[config.mk]
export PLATFORM = sky130hd
export DESIGN_NAME = reg_file_rd2w1
export DESIGN_NICKNAME = d
export VERILOG_FILES = /design/src/rtl/reg_file_rd2w1_pkg.sv /design/src/rtl/reg_file_rd2w1_reg_cell.sv /design/src/rtl/reg_file_rd2w1.sv
export SDC_FILE = /design/constraint.sdc
export NUM_CORES = 1
export LEC_CHECK = 0
export ABC_AREA = 1
export BUFFER_PORTS_ARGS = -buffer_cell sky130_fd_sc_hd__buf_2
export CAP_MARGIN = 20
export CORE_MARGIN = 4
export CORE_UTILIZATION = 60
export CTS_CLUSTER_DIAMETER = 150
export DETAILED_ROUTE_END_ITERATION = 8
export MAX_ROUTING_LAYER = met4
export PLACE_DENSITY_LB_ADDON = 0.3
export REMOVE_ABC_BUFFERS = 1
export SLEW_MARGIN = 5
export SYNTH_ARGS = -nofsm -noshare
export SYNTH_HDL_FRONTEND = slang
export SYNTH_SLANG_ARGS = --single-unit
export TNS_END_PERCENT = 5
[constraint.sdc]
create_clock -name clk -period 1.5 [get_ports clk]
set_clock_uncertainty 0.15 [all_clocks]
set_input_delay 0.3 -clock clk [delete_from_list [all_inputs] [get_ports clk]]
set_output_delay 0.3 -clock clk [all_outputs]
set_load 0.05 [all_outputs]
[src/rtl/reg_file_rd2w1_pkg.sv]
// Shared register-file definitions for the 16-bit RISC core.
// Decode and write-back stages reuse these widths and typedefs.
package reg_file_rd2w1_pkg;

    localparam int DATA_W   = 16;
    localparam int ADDR_W   = 3;
    localparam int NUM_REGS = 8;
    localparam int ZERO_REG = 0;

    typedef logic [DATA_W-1:0] reg_t;
    typedef logic [ADDR_W-1:0] raddr_t;

    // True when a same-edge write must be forwarded to a read of readAddr.
    // R0 never forwards because it is hardwired to zero.
    function automatic logic isBypass(input logic writeEn, input raddr_t writeAddr,
                                      input raddr_t readAddr);
        return writeEn && (writeAddr == readAddr) && (writeAddr != raddr_t'(ZERO_REG));
    endfunction

endpackage

[src/rtl/reg_file_rd2w1_reg_cell.sv]
// One DATA_W-wide storage register with load enable and async active-low clear.
// Used for every architectural register (R1..R7) and for each read-data output.
module reg_cell
    import reg_file_rd2w1_pkg::*;
#(
    parameter int W = DATA_W
) (
    input  logic         clk,
    input  logic         rst_n,
    input  logic         en_i,
    input  logic [W-1:0] d_i,
    output logic [W-1:0] q_o
);

    logic [W-1:0] data_q;

    // Load on enable, otherwise hold; reset clears without waiting for clk.
    always_ff @(posedge clk or negedge rst_n) begin
        if (!rst_n) begin
            data_q <= '0;
        end else if (en_i) begin
            data_q <= d_i;
        end
    end

    assign q_o = data_q;

endmodule

[src/rtl/reg_file_rd2w1.sv]
// 8 x 16-bit register file: one write port, two registered read ports with
// write-first bypass. R0 reads as zero and ignores writes.
module reg_file_rd2w1
    import reg_file_rd2w1_pkg::*;
(
    input  logic              clk,
    input  logic              rst_n,
    input  logic              we,
    input  logic [ADDR_W-1:0] waddr,
    input  logic [DATA_W-1:0] wdata,
    input  logic              ra_en,
    input  logic [ADDR_W-1:0] ra_addr,
    output logic [DATA_W-1:0] ra_data,
    output logic              ra_valid,
    input  logic              rb_en,
    input  logic [ADDR_W-1:0] rb_addr,
    output logic [DATA_W-1:0] rb_data,
    output logic              rb_valid
);

    reg_t store_q [NUM_REGS];
    reg_t ra_data_d;
    reg_t rb_data_d;
    logic ra_valid_q;
    logic rb_valid_q;

    // R0 has no storage; it is a constant zero.
    assign store_q[ZERO_REG] = '0;

    // Storage cells for R1..R7, each loaded only when the write decodes to it.
    for (genvar i = 1; i < NUM_REGS; i++) begin : g_regs
        logic cellWe;
        assign cellWe = we && (waddr == raddr_t'(i));

        reg_cell #(.W(DATA_W)) u_cell (
            .clk  (clk),
            .rst_n(rst_n),
            .en_i (cellWe),
            .d_i  (wdata),
            .q_o  (store_q[i])
        );
    end

    // Port A read mux: zero for R0, forwarded write data on a hit, else storage.
    always_comb begin
        ra_data_d = store_q[ra_addr];
        if (ra_addr == raddr_t'(ZERO_REG)) begin
            ra_data_d = '0;
        end else if (isBypass(we, waddr, ra_addr)) begin
            ra_data_d = wdata;
        end
    end

    // Port B read mux: same selection rules as port A, fully independent.
    always_comb begin
        rb_data_d = store_q[rb_addr];
        if (rb_addr == raddr_t'(ZERO_REG)) begin
            rb_data_d = '0;
        end else if (isBypass(we, waddr, rb_addr)) begin
            rb_data_d = wdata;
        end
    end

    // Read-data output registers only load on a request, so idle cycles hold.
    reg_cell #(.W(DATA_W)) u_ra_data (
        .clk  (clk),
        .rst_n(rst_n),
        .en_i (ra_en),
        .d_i  (ra_data_d),
        .q_o  (ra_data)
    );

    reg_cell #(.W(DATA_W)) u_rb_data (
        .clk  (clk),
        .rst_n(rst_n),
        .en_i (rb_en),
        .d_i  (rb_data_d),
        .q_o  (rb_data)
    );

    // Valid flags mark the cycle after an accepted request and drop at once on reset.
    always_ff @(posedge clk or negedge rst_n) begin
        if (!rst_n) begin
            ra_valid_q <= 1'b0;
            rb_valid_q <= 1'b0;
        end else begin
            ra_valid_q <= ra_en;
            rb_valid_q <= rb_en;
        end
    end

    assign ra_valid = ra_valid_q;
    assign rb_valid = rb_valid_q;

endmodule

# ---- Word-level counts from Yosys, hierarchy flattened
# Cells that the tools add are included.
dict set report totals {
  reg_bits 146
  in_bits 30
  out_inout_bits 34
  word_cells 48
}
dict set report classes {
  order_cmp 2
  eq_ne 9
  n_mux 10
  bitwise_logic 2
  n_reduce_logical 14
}
# operator count
set op_table {}
lappend op_table {{$mux 16} 8}
lappend op_table {{$bmux 16 s3} 2}
lappend op_table {{$eq 3x3->1 const B} 4}
lappend op_table {{$logic_and 1x1->1} 11}
lappend op_table {{$ge 4x4->1 const B} 2}
lappend op_table {{$not 3->4} 2}
lappend op_table {{$eq 3x2->1 const B} 2}
lappend op_table {{$eq 3x3->1} 2}
lappend op_table {{$logic_not 3->1} 2}
lappend op_table {{$eq 3x1->1 const B} 1}
lappend op_table {{$reduce_bool 3->1} 1}

# ---- Depth between registers and ports, before layout
# Gate-level depths: netlist (run 1).
dict set report logic_depth {
  word_depth 6
  depth_mapped 11
  mapped_depth_nobuf 9
}

# ---- Modules after synthesis
# From an unflattened synthesis (run 1), not the netlist that was laid out.
dict set report unflattened {
  cells_unflattened 1357
  hier_area_um2 8881.0
}
# module instances cells_per_inst area_per_inst_um2 seq_area_each_um2
set modules_own_cells {}
lappend modules_own_cells {reg_cell 9 68 644.4 400.4}
lappend modules_own_cells {reg_file_rd2w1 1 745 3081.7 50.0}

# ---- Worst setup path after synthesis (run 1)
# OpenSTA, ideal clock, no wires.
dict set report synth_timing {
  kind {input -> register}
  startpoint {in rb_addr[2]}
  endpoint {reg u_rb_data.data_q[12] (netlist: u_rb_data.q_o[12])}
  setup_time_ps 118
  arrival_ps 1236
  required_ps 1232
  path_slack_ps -4
  path_stages 6
  path_buffers 2
  path_cell_list {buf_2 > xnor2_2 > buf_2 > nand4_1 > nand3_1 > nand2_1}
}
dict set report synth_between {
  elab_chain_cells 6
  word_cells_on_any_way 10
  cone_classes {1 x eq/ne; 5 x mux; 1 x bitwise; 3 x reduce/logical}
}
# element line_no
set synth_rtl {}
lappend synth_rtl {{from (decl)} reg_file_rd2w1.sv:16} ;# input logic [ADDR_W-1:0] rb_addr,
lappend synth_rtl {{$not 3->4 (not written as such)} reg_file_rd2w1.sv:56} ;# rb_data_d = store_q[rb_addr];
lappend synth_rtl {{$bmux 16 s3} reg_file_rd2w1.sv:56}
lappend synth_rtl {{$mux 16 (not written as such) (2 in a row)} reg_file_rd2w1.sv:56}
lappend synth_rtl {{$mux 16} reg_file_rd2w1.sv:59} ;# end else if (isBypass(we, waddr, rb_addr)) begin
lappend synth_rtl {{$mux 16 *} reg_file_rd2w1.sv:57} ;# if (rb_addr == raddr_t'(ZERO_REG)) begin
lappend synth_rtl {{to (signal assigned)} reg_file_rd2w1_reg_cell.sv:22} ;# data_q <= d_i;
lappend synth_rtl {{to (decl)} reg_file_rd2w1_reg_cell.sv:15} ;# logic [W-1:0] data_q;
# Every way passes the cells marked *; elsewhere a longest branch is shown, timed or not. The select of a mux whose other input is x is not followed.
# A chain may end at the register's enable or synchronous reset.

# ---- Worst setup path in the final report (run 1)
dict set report layout_timing {
  startpoint {reg u_ra_data.data_q[0] (netlist: u_ra_data.q_o[0])}
  endpoint {out ra_data[0]}
}
# element line_no
set layout_lines {}
lappend layout_lines {{from (decl)} reg_file_rd2w1_reg_cell.sv:15}
lappend layout_lines {{from (signal assigned)} reg_file_rd2w1_reg_cell.sv:22}
lappend layout_lines {{to (decl)} reg_file_rd2w1.sv:13} ;# output logic [DATA_W-1:0] ra_data,
# No word-level cell between the ends.

==> flow_metrics.tcl, run 1 <==
set metrics [dict create \
    yosysUniqueCellTypes 26 \
    pre_cts_ws_ns -0.174 \
    worst_ep_arrival_time_ns 1.05 \
    setup.worst_path.start "u_ra_data.q_o[0]$_DFFE_PN0P_" \
    ys_seq_area_frac 0.453 \
    routedWlPerCell_um 18.5 \
    die_area_mm2 0.0154 \
    rows 42 \
    drtIter0Drc 1128 \
    leakage_nw 5.15 \
    synthTopCellsByCount "nand2_1 (491), nand3_1 (154), dfrtp_1 (146), o21ai_0 (124), inv_1 (68)" \
    fmaxAchievable_mhz 668 \
    die_x_um 124 \
    swShare 0.330 \
    grt_pass1_vias 8253 \
    reg2reg_from "g_regs[2].u_cell.q_o[12]$_DFFE_PN0P_" \
    synth_edf_count 0 \
    post-route-min-period_ns 1.50 \
    slowest_delay_ns 0.43 \
    whs_ns 0.0624 \
    status "finished, final reports clean" \
    setup_violations 0 \
    place_inst 1402 \
    nFillCells 1015 \
    final_cells 1439 \
    pin_count 64 \
    via_per_inst 5.91 \
    place_congestion 0.965 \
    final_util 0.754 \
    power_density_mw_per_mm2 1310 \
    clkSinkCount 146 \
    worst_slack_ns 0.00229 \
    pwr-share-clk 0.349 \
    grt_antenna_before_repair 0 \
    n_antenna_cell 0 \
    final_antenna_net_count 0 \
    fp.dieH_um 124 \
    grt_overflow 0 \
    synth_cells 1153 \
    synth_area_mm2 0.00806 \
    slew_headroom 0.750 \
    max_slew.worst_pin.slew_ns 0.375 \
    hold_path.class "input port to register" \
    synth_top_area_frac 0.453 \
    intPower_w 0.00874 \
    max-vdd-ir-drop_v 0.00124 \
    hold_start "wdata[8]" \
    worst_path_dominant_cell_family "flip-flops" \
    async_flop_share 1.00 \
    startpoint_type "register" \
    path_buf_inv 1 \
    h-tree-depth 4 \
    nets 1280 \
    pwr-share-comb 0.248 \
    cts_tree "yes" \
    avgSynthCellArea_um2 6.99 \
    clk_path_buf_depth 2 \
    grt_use_total 0.372 \
    period_share 0.998 \
    pwr-share-seq 0.403 \
    port_buffers 63 \
    drc_errors 0 \
    start_util 0.611 \
    p_sw_w 0.00431 \
    cts_root_buffer "clkbuf_16" \
    slew_violations 0 \
    routed_wl_um 26700 \
    netlist_top_cells_area "dfrtp_1 (45%), nand2_1 (23%), nand3_1 (9.6%)" \
    worst-setup-path-type "register to primary output" \
    yosys.cell_count.top_type "nand2_1" \
    yosys.area.top_type "dfrtp_1" \
    max_cap_violations 0 \
    clk_latency_ns 0.43 \
    crit_chain "buf_6" \
    cp_max_fo 2 \
    grt_start_max_net_pins 39 \
    drive_gt1_frac 0.155 \
    finalHoldViolations 0 \
    grt_first_pass_wirelength_um 41800 \
    yosysWarnings 0 \
    dpl.hpwl_um 17500 \
    synth.ff_latch_count 146 \
    syn_to_final_growth_pct 23.3 \
    cts.clk_slew.worst_paths_ns 0.06 \
    num_vias 8505 \
    fin_setup_tns_ns 0 \
    cts_made_buffers 17 \
    core_mm2 0.0132 \
    crit_path_top_delay_cell "dfrtp_1" \
    rsz0062_at_grt "yes" \
    firstDrtPassIters 6 \
    critPathRequiredTime_ns 1.05 \
    ys.flop_type "dfrtp_1" \
    crit_path_end_kind "primary output" \
]
==> cell families (layout without fill, tap and decap cells) <==
family,Yosys count,count (layout),synth area share
xor gates and xnor gates,3,3,0.00512
buffers and inverters,149,259,0.0774
DFF,146,146,0.453
and+or+nand+nor,714,714,0.375
AOI/OAI and AO/OA,141,141,0.0891
==> layout make-up <==
cell class | count | area [µm²] | area share
clock buffers | 23 | 478 | 0.0481
clock inverters | 9 | 153 | 0.0154
inverters | 74 | 278 | 0.0279
multi-input cells | 858 | 3790 | 0.382
flip-flops and latches | 146 | 3650 | 0.368
well taps | 176 | 220 | 0.0222
repair buffers | 153 | 1360 | 0.137
==> worst paths after layout <==
path	to	slack (ns)	depth (start not counted)
min reg2reg	g_regs[5].u_cell.q_o[14]$_DFFE_PN0P_	0.34	2
max in group asynchronous	g_regs[6].u_cell.q_o[7]$_DFFE_PN0P_	0.47	3
max	ra_data[0]	0.002	1
min in group asynchronous	g_regs[2].u_cell.q_o[14]$_DFFE_PN0P_	0.19	2
min	g_regs[7].u_cell.q_o[8]$_DFFE_PN0P_	0.06	3
max reg2reg	u_rb_data.q_o[12]$_DFFE_PN0P_	0.12	7
==> cell usage in the layout, fill, tap and decap left out, types with 2 or more instances in the layout <==
cell	count
a21oi_1	14
buf_12	17
buf_2	30
buf_4	84
buf_6	17
bufinv_16	4
clkbuf_1	3
clkbuf_16	17
clkbuf_8	3
clkinv_1	2
clkinv_2	2
clkinvlp_4	3
dfrtp_1	146
dlygate4sd3_1	5
inv_1	68
inv_2	4
nand2_1	491
nand2_2	3
nand3_1	154
nand3_4	2
nand4_1	32
nor2_1	26
o21ai_0	124
or2_2	2
xnor2_2	2
==> routing by layer <==
layer	part of all wire	vias to the layer above	GRT usage	routed length (µm)
li1	-	3902	-	-
met1	0.36	3837	0.445	9480
met2	0.46	637	0.556	12400
met3	0.13	129	0.100	3360
met4	0.054	0	0.240	1450
met5	0	-	-	0
==> flip-flops by register name (all words and copies together) (netlist names) <==
signal / cells
ra_valid: 1
u_ra_data.q_o: 16
rb_valid: 1
g_regs.u_cell.q_o: 112
u_rb_data.q_o: 16
==> power groups by stage <==
stage	clock, W	combinational (W)	sequential, W
after floorplan	0	0.00147	0.00562
after global placement	0	0.00294	0.00525
after detailed placement	0	0.00304	0.00526
after CTS	0.00458	0.00316	0.00522
after global routing	0.00477	0.00357	0.00533
final	0.00455	0.00324	0.00526
==> what timing repair did <==
action,in CTS,in global routing
hold buffers,5,0
endpoints found under the setup margin,31,17
buffers inserted,0,0
resized for setup,34,16
hold endpoints to repair,150,0
==> per-stage QoR <==
| stage | area (µm²) | total power, W |
|---|---|---|
| 3_5_place_dp | 9110 | 0.00829 |
| 5_1_grt | 9940 | 0.0137 |
| 6_report | 9940 | 0.0130 |
| 2_1_floorplan | 7720 | 0.00710 |
| 3_3_place_gp | 9110 | 0.00819 |
| 4_1_cts | 9880 | 0.0130 |
Power figures use the tool's default switching activity.
==> inputs of run 2 (changes only) <==
- GPL_TIMING_DRIVEN: unset -> 0
==> flow_metrics.tcl, run 2 (synthesis results as in run 1) <==
set metrics [dict create \
    status "finished with violations" \
    failed_checks "negative setup slack" \
    final_common_cell "nand2_1" \
    worst-setup-path-type "input port to register" \
    pwr-share-comb 0.261 \
    routed_wl_um 26200 \
    critPathRequiredTime_ns 1.68 \
    final_antenna_net_count 0 \
    leakage_nw 4.82 \
    setup_violations 57 \
    pin_count 64 \
    cts_root_buffer "clkbuf_16" \
    fmaxAchievable_mhz 604 \
    pwr-share-clk 0.310 \
    final_cells 1382 \
    fp.dieH_um 124 \
    largest_reg_flops 112 \
    routedWlPerCell_um 19.0 \
    grt_use_total 0.357 \
    finalHoldViolations 0 \
    final_area_mm2 0.00943 \
    nets 1224 \
    p_sw_w 0.00420 \
    dpl.hpwl_um 13600 \
    drc_errors 0 \
    port_buffers 63 \
    startpoint_type "input port" \
    place_inst 1324 \
    die_area_mm2 0.0154 \
    worst_slack_ns -0.155 \
    syn_to_final_growth_pct 17.0 \
    drive_gt1_frac 0.125 \
    period_share 1.10 \
    worst_ep_arrival_time_ns 1.84 \
    swShare 0.348 \
    grt_antenna_before_repair 0 \
    power_density_mw_per_mm2 1280 \
    h-tree-depth 4 \
    num_vias 8348 \
    firstDrtPassIters 6 \
    slew_headroom 0.510 \
    core_mm2 0.0132 \
    final_util 0.715 \
    grt_first_pass_wirelength_um 40000 \
    pwr-share-seq 0.429 \
    via_per_inst 6.04 \
    intPower_w 0.00788 \
    clk_latency_ns 0.43 \
    start_util 0.611 \
    slew_violations 0 \
    cts.clk_slew.worst_paths_ns 0.06 \
    fin_setup_tns_ns -3.94 \
    mostFrequentLayoutCells "nand2_1 (486), nand3_1 (153), dfrtp_1 (146)" \
    max_cap_violations 0 \
    grt_start_max_net_pins 97 \
    cp_max_fo 32 \
    crit_path_end_kind "register" \
    nFillCells 1049 \
    rsz0062_at_grt "yes" \
    post-route-min-period_ns 1.65 \
    rows 42 \
    n_antenna_cell 0 \
    cts_tree "yes" \
    place_congestion 0.855 \
    clk_path_buf_depth 2 \
    die_x_um 124 \
    drtIter0Drc 1409 \
    clkSinkCount 146 \
    grt_pass1_vias 7556 \
    hold_path.class "input port to register" \
    max-vdd-ir-drop_v 0.000927 \
    place_area_mm2 0.00841 \
    cts_made_buffers 17 \
    grt_overflow 0 \
    max_slew.worst_pin.slew_ns 0.732 \
]
run 2: cell count changes in the layout (fill, tap and decap cells not counted), sizes merged:
cell / before / now
o21ai: 125 / 126
bufinv: 4 / 0
clkbuf: 23 / 43
clkinvlp: 3 / 4
buf: 148 / 73
clkinv: 4 / 5
dlygate4sd3: 5 / 4
run 2: through the flow:
stage          power [W]  hold slack (ns)  setup slack, ns
3_3_place_gp     0.00789            0.308            -2.11
5_1_grt           0.0127           0.0828           -0.202
2_1_floorplan    0.00710           -0.146           -0.363
3_5_place_dp     0.00803            0.124            -2.07
4_1_cts           0.0118           0.0738           -0.300
6_report          0.0121           0.0947           -0.155
run 2: area by class of cell:
class,count,area (µm²),share of cell area
multi-input combinational,859,3880,0.412
sequential,146,3650,0.387
timing repair buffer,95,851,0.0902
clock buffer,25,475,0.0504
inverter,74,308,0.0326
tap,176,220,0.0233
clock inverter,6,32.5,0.00345
timing repair inverter,1,7.51,0.000796
run 2: timing repair:
item / CTS / global route
gates cloned: 2 / 1
gates resized for setup: 32 / 61
buffers inserted: 6 / 14
setup endpoints to repair: 102 / 186
pin swaps: 11 / 5
hold buffers: 4 / 0
hold endpoints to repair: 53 / 0
run 2: path summary, 6_finish.rpt:
path	start	end	slack (ns)	cells after the start
max	we	g_regs[2].u_cell.q_o[6]$_DFFE_PN0P_	-0.15	5
min	wdata[5]	g_regs[7].u_cell.q_o[5]$_DFFE_PN0P_	0.09	3
max reg2reg	g_regs[2].u_cell.q_o[12]$_DFFE_PN0P_	u_rb_data.q_o[12]$_DFFE_PN0P_	0.10	7
min reg2reg	u_ra_data.q_o[9]$_DFFE_PN0P_	u_ra_data.q_o[9]$_DFFE_PN0P_	0.32	2
max in group asynchronous	rst_n	g_regs[1].u_cell.q_o[8]$_DFFE_PN0P_	0.14	3
min in group asynchronous	rst_n	g_regs[7].u_cell.q_o[5]$_DFFE_PN0P_	0.22	2
run 2: routing by layer:
layer / routed length, µm / vias to the layer above / GRT usage
met2: 11800 / 646 / 0.528
met4: 1380 / 0 / 0.196
met5: 0 / - / -
met3: 3560 / 147 / 0.0858
li1: - / 3800 / -
met1: 9510 / 3755 / 0.456
run 2: critical path, cell delays in order:
cell and delay [ns]:
buf_2 0.10, inv_1 0.13, nor2_1 0.41, nand2_2 0.51
o21ai_0 0.36
run 2: power by group through the flow:
stage	combinational (W)	sequential (W)	clock, W
finish	0.00315	0.00518	0.00374
global route	0.00346	0.00526	0.00395
CTS	0.00294	0.00515	0.00374
detailed placement	0.00284	0.00520	0
global placement	0.00270	0.00518	0
floorplan	0.00147	0.00562	0
